--- src/rtl/step_decoder_seq.sv ---
// step_decoder_seq: control-step sequencer with one-hot and binary step outputs.
// A started sequence walks step_idx from 0 up to the latched last step, then
// pulses done. Hold stalls the walk and clr aborts back to idle.
// Optional build macro STEP_DECODER_SEQ_B2B_EN: a start seen during the final
// step launches the next sequence with no idle bubble.
module step_decoder_seq #(
  parameter int unsigned SEL_W = 3
) (
  input  logic                      clk,
  input  logic                      rst_b,
  input  logic                      start,
  input  logic [SEL_W-1:0]          last_step,
  input  logic                      hold,
  input  logic                      clr,
  output logic [(1 << SEL_W)-1:0]   step,
  output logic [SEL_W-1:0]          step_idx,
  output logic                      busy,
  output logic                      done
);

  localparam int unsigned OUT_W = 1 << SEL_W;

  localparam logic [OUT_W-1:0] StepFirst = OUT_W'(1);
  localparam logic [SEL_W-1:0] IdxOne    = SEL_W'(1);

  typedef enum logic [0:0] {StIdle, StRun} state_e;

  state_e             r_state, w_state_d;
  logic [OUT_W-1:0]   r_step, w_step_d;
  logic [SEL_W-1:0]   r_step_idx, w_step_idx_d;
  logic [SEL_W-1:0]   r_last, w_last_d;
  logic               r_done, w_done_d;
  logic               w_final;

  assign w_final = (r_step_idx == r_last);

  // Next-state logic; priority is clr, then hold, then advance/finish, then start.
  always_comb begin
    w_state_d    = r_state;
    w_step_d     = r_step;
    w_step_idx_d = r_step_idx;
    w_last_d     = r_last;
    w_done_d     = 1'b0;
    unique case (r_state)
      StIdle: begin
        if (!clr && start) begin
          w_state_d    = StRun;
          w_step_d     = StepFirst;
          w_step_idx_d = '0;
          w_last_d     = last_step;
        end
      end
      StRun: begin
        if (clr) begin
          // Aborted sequences never report done.
          w_state_d    = StIdle;
          w_step_d     = '0;
          w_step_idx_d = '0;
        end else if (hold) begin
          w_state_d = StRun;
        end else if (!w_final) begin
          w_step_d     = r_step << 1;
          w_step_idx_d = r_step_idx + IdxOne;
        end else begin
          w_done_d = 1'b1;
`ifdef STEP_DECODER_SEQ_B2B_EN
          if (start) begin
            w_state_d    = StRun;
            w_step_d     = StepFirst;
            w_step_idx_d = '0;
            w_last_d     = last_step;
          end else begin
            w_state_d    = StIdle;
            w_step_d     = '0;
            w_step_idx_d = '0;
          end
`else
          w_state_d    = StIdle;
          w_step_d     = '0;
          w_step_idx_d = '0;
`endif
        end
      end
      default: begin
        w_state_d    = StIdle;
        w_step_d     = '0;
        w_step_idx_d = '0;
      end
    endcase
  end

  // State and output registers, cleared asynchronously.
  always_ff @(posedge clk or negedge rst_b) begin
    if (!rst_b) begin
      r_state    <= StIdle;
      r_step     <= '0;
      r_step_idx <= '0;
      r_last     <= '0;
      r_done     <= 1'b0;
    end else begin
      r_state    <= w_state_d;
      r_step     <= w_step_d;
      r_step_idx <= w_step_idx_d;
      r_last     <= w_last_d;
      r_done     <= w_done_d;
    end
  end

  assign step     = r_step;
  assign step_idx = r_step_idx;
  assign busy     = (r_state == StRun);
  assign done     = r_done;

endmodule

--- config.mk ---
export PLATFORM = sky130hd
export DESIGN_NAME = step_decoder_seq
export DESIGN_NICKNAME = d
export VERILOG_FILES = /design/src/rtl/step_decoder_seq.sv
export SDC_FILE = /design/constraint.sdc
export NUM_CORES = 1
export LEC_CHECK = 0
export ABC_AREA = 1
export BUFFER_PORTS_ARGS = -buffer_cell sky130_fd_sc_hd__buf_2
export CELL_PAD_IN_SITES_DETAIL_PLACEMENT = 1
export CELL_PAD_IN_SITES_GLOBAL_PLACEMENT = 2
export CORE_UTILIZATION = 30
export CTS_CLUSTER_SIZE = 28
export DETAILED_ROUTE_END_ITERATION = 12
export PLACE_DENSITY_LB_ADDON = 0.1
export REMOVE_ABC_BUFFERS = 1
export SETUP_SLACK_MARGIN = 0.3
export SYNTH_ARGS = -nofsm -noshare
export SYNTH_HDL_FRONTEND = slang
export SYNTH_SLANG_ARGS = --single-unit
--- constraint.sdc ---
create_clock -name clk -period 1.56 [get_ports clk]
set_input_delay 0.078 -clock clk [delete_from_list [all_inputs] [get_ports clk]]
set_output_delay 0.078 -clock clk [all_outputs]
set_load 0.01 [all_outputs]
==> results.txt <==
----------------------------------------------------
[Floorplanning]
  Die Span Y ... 54.0 um
  Total number of placement rows ... 18
  Die area ... 2910 um^2
  Horizontal die dimension ... 54.0 um
  Initial standard-cell utilization of the core ... 32.1%
  Std-Cell Core Area ... 2520 um^2
  I/O pin cnt ... 21

[Global routing]
  Largest net degree at the start of global routing ... 17
  Tot GR Track Use ... 15.0%
  Total global routing overflow ... 0
  Number of global-route vias before repair ... 654
  Wire length of the first global-routing pass ... 2970 um
  Antenna violations before repair ... 0

[Clocking]
  Root Driver ... sky130_fd_sc_hd__clkbuf_4
  Clock tree from TritonCTS ... done
  Number of H-tree branching levels ... 1
  CTS Buf Count ... 3
  Skew-Pair Late Insertion Delay ... 290 ps
  Maximum buffer depth of the clock tree ... 2
  Setup fix buffers added after clock tree synthesis ... 0
  Clock-pin slew on the worst setup and hold paths ... 100 ps
  Clock tree sinks ... 16

[Cells and area]
  Proportion of layout cells with a drive suffix above 1 ... 40.0%
  NumNets Final ... 125
  Count of inserted antenna diode cells ... 0
  Post-synthesis to final-layout area growth ... 28.1%

[Detailed routing]
  1st-iter DRT viols ... 7
  Number of vias in the routed layout ... 659
  WL per Instance ... 12.3 um
  Detailed-routing iteration count for the pre-antenna-repair pass ... 2
  Via/cell ratio ... 4.54
  Post-route ant nets ... 0
  Drc violations ... 0
  Final Routed Wirelength ... 1790 um

[Worst hold path]
  Hold path cells ... 4
  Class of the tightest hold or removal check ... input pin to register

[Synth]
  XOR/XNOR share of the synthesized area ... 1.08%
  Cell area after technology mapping ... 811 um^2
  Area share of fa/ha/maj cells after synthesis ... 1.54%
  Cells after Synth ... 86
  Largest family of logic cells by synthesized area ... simple AND/OR/NAND/NOR gates
  Largest cells by area after synthesis ... sky130_fd_sc_hd__dfrtp_1 49%, sky130_fd_sc_hd__nand2_1 15%, sky130_fd_sc_hd__o21ai_2 9.7%
  Portion of netlist area occupied by mux cells ... 0%
  Synthesis-stage register bit count ... 16
  Count of different cell masters after synthesis ... 20
  Synth Area in Simple Gates ... 25.2%
  Post-synthesis compound-gate area fraction ... 16.2%
  Share of the yosys chip area belonging to registers ... 49.4%
  Synth warnings ... 0
  Biggest area consumer among synthesized cells ... sky130_fd_sc_hd__dfrtp_1
  Avg Cell Area, Syn ... 9.43 um^2
  Share of the synthesized area in the top cell type ... 49.4%

[Timing]
  Final worst hold slack ... 163 ps
  Setup total negative slack ... 0 ps
  Transition time at the pin with the least slew margin ... 370 ps
  Final Hold Fails ... 0
  Clock skew after layout ... 0.775 ps
  Final max-slew violation count ... 0
  Tcrit/Tclk final ... 73.7%
  Setup violation total in the final timing report ... 0
  Unrepaired setup endpoints after global routing ... no
  Fin crit period ... 1150 ps
  Maximum achievable frequency ... 870 MHz
  Worst-case headroom to the max-slew limit ... 75.3%

[Worst setup path]
  Critical path peak fanout ... 9
  Cells on worst reg2reg path ... 5
  Register-to-register setup slack ... 410 ps
  Worst Path Arrival ... 1340 ps
  Critical path type ... register to register
  Endpoint kind of the worst setup timing path ... register
  Required time at the worst-slack endpoint ... 1750 ps
  Kind of launch point of the worst setup path ... register

[Power]
  Leak ... 0.530 nW
  PD cells ... 983 nW/um^2
  Worst IR Drop VDD ... 0.517 mV
  Relative contribution of the clock network to total power ... 27.3%
  Proportion of total power due to net switching ... 32.5%
  Combinational fraction of design power ... 25.7%
  Total internal power ... 0.689 mW
  NetSw ... 0.332 mW
  Sequential share of power ... 47.0%

[Placed design]
  Final HPWL from detailed placement ... 1320 um
  Count of buffers from port buffering ... 20
  Final estimated routing congestion in global placement ... 0.716

[Job]
  Number of violations of the max-capacitance limit ... 0

[Status]
  Status ... finished, final reports clean

----------------------------------------------------
## cell type report
type	instances	area (um^2)
clock buffer	4	36.3
timing repair buffer	26	158
fill	297	1480
multi-input combinational	58	364
sequential	16	400
inverter	11	42.5
tap	30	37.5
## synth_stat cells, drive strengths merged
library cell / instances
o21bai: 1
dfrtp: 16
nand2: 35
a21oi: 3
inv: 10
buf: 1
nand3: 3
o21ai: 12
clkinv: 1
xnor2: 1
nor3: 2
ha: 1
## per-layer routing
metal / track usage (%) / part of all wire [%] / up-vias
met4: 7.69 / 1.8 / 0
li1: - / - / 328
met1: 18.8 / 48 / 310
met2: 23.9 / 46 / 17
met5: 0 / 0 / -
met3: 3.39 / 4.1 / 4
## sequential cells by signal (all words and copies together) (netlist names)
register,cells
done,1
r_last,3
step_idx,3
busy,1
step,8
## cell families after synthesis
family | after synthesis
and+or+nand+nor | 40
buffers and inverters | 12
adders and majority gates | 1
DFF | 16
xor gates and xnor gates | 1
AOI/OAI and AO/OA | 16
## path summary, 6_finish.rpt
check                                         to                start
setup / recovery             step[3]$_DFFE_PN0P_       busy$_DFF_PN0_
hold / removal             r_last[1]$_DFFE_PN0P_                  clr
hold reg to reg              step[7]$_DFFE_PN0P_  step[7]$_DFFE_PN0P_
min in group asynchronous  r_last[1]$_DFFE_PN0P_                rst_b
setup reg to reg             step[3]$_DFFE_PN0P_       busy$_DFF_PN0_
max in group asynchronous    step[2]$_DFFE_PN0P_                rst_b
## cell usage in the layout, fill, tap and decap left out, types with 2 or more instances in the layout
cell type and instances:
sky130_fd_sc_hd__nand2_1 33, sky130_fd_sc_hd__o21ai_2 9, sky130_fd_sc_hd__a21oi_1 2, sky130_fd_sc_hd__buf_2 20, sky130_fd_sc_hd__inv_2 3, sky130_fd_sc_hd__clkbuf_4 3, sky130_fd_sc_hd__inv_1 7, sky130_fd_sc_hd__o21ai_0 2
sky130_fd_sc_hd__dfrtp_1 16, sky130_fd_sc_hd__dlygate4sd3_1 5
## critical path, stage by stage, from the launching register on
cell and delay, ps:
sky130_fd_sc_hd__dfrtp_1 460, sky130_fd_sc_hd__o21bai_4 210, sky130_fd_sc_hd__nand2_2 70, sky130_fd_sc_hd__clkinv_2 100
sky130_fd_sc_hd__nand2_8 140, sky130_fd_sc_hd__o21ai_2 60
## stage by stage
stage / util [%] / instance area (um^2) / setup WS, ps / instances / power, mW
2_1_floorplan: - / 800 / 333 / 85 / 0.657
3_5_place_dp: 37.5 / 945 / 362 / 136 / 0.741
3_3_place_gp: 37.5 / 945 / 413 / 136 / 0.739
6_report: 41.2 / 1040 / 410 / 145 / 1.02
4_1_cts: 40.9 / 1030 / 344 / 145 / 1.03
5_1_grt: 41.2 / 1040 / 325 / 145 / 1.08
## what timing repair did
| action | 4_1_cts | 5_1_grt |
|---|---|---|
| endpoints found under the setup margin | 0 | 1 |
| resized for setup | 0 | 2 |
| endpoints found under the hold margin | 20 | 0 |
| hold buffers | 5 | 0 |
## power groups by stage
stage	sequential, mW	combinational (mW)	clock, mW
3_5_place_dp	0.486	0.255	0
2_1_floorplan	0.490	0.167	0
3_3_place_gp	0.485	0.254	0
5_1_grt	0.485	0.291	0.300
6_report	0.479	0.263	0.278
4_1_cts	0.478	0.265	0.287
Power figures use the tool's default switching activity.
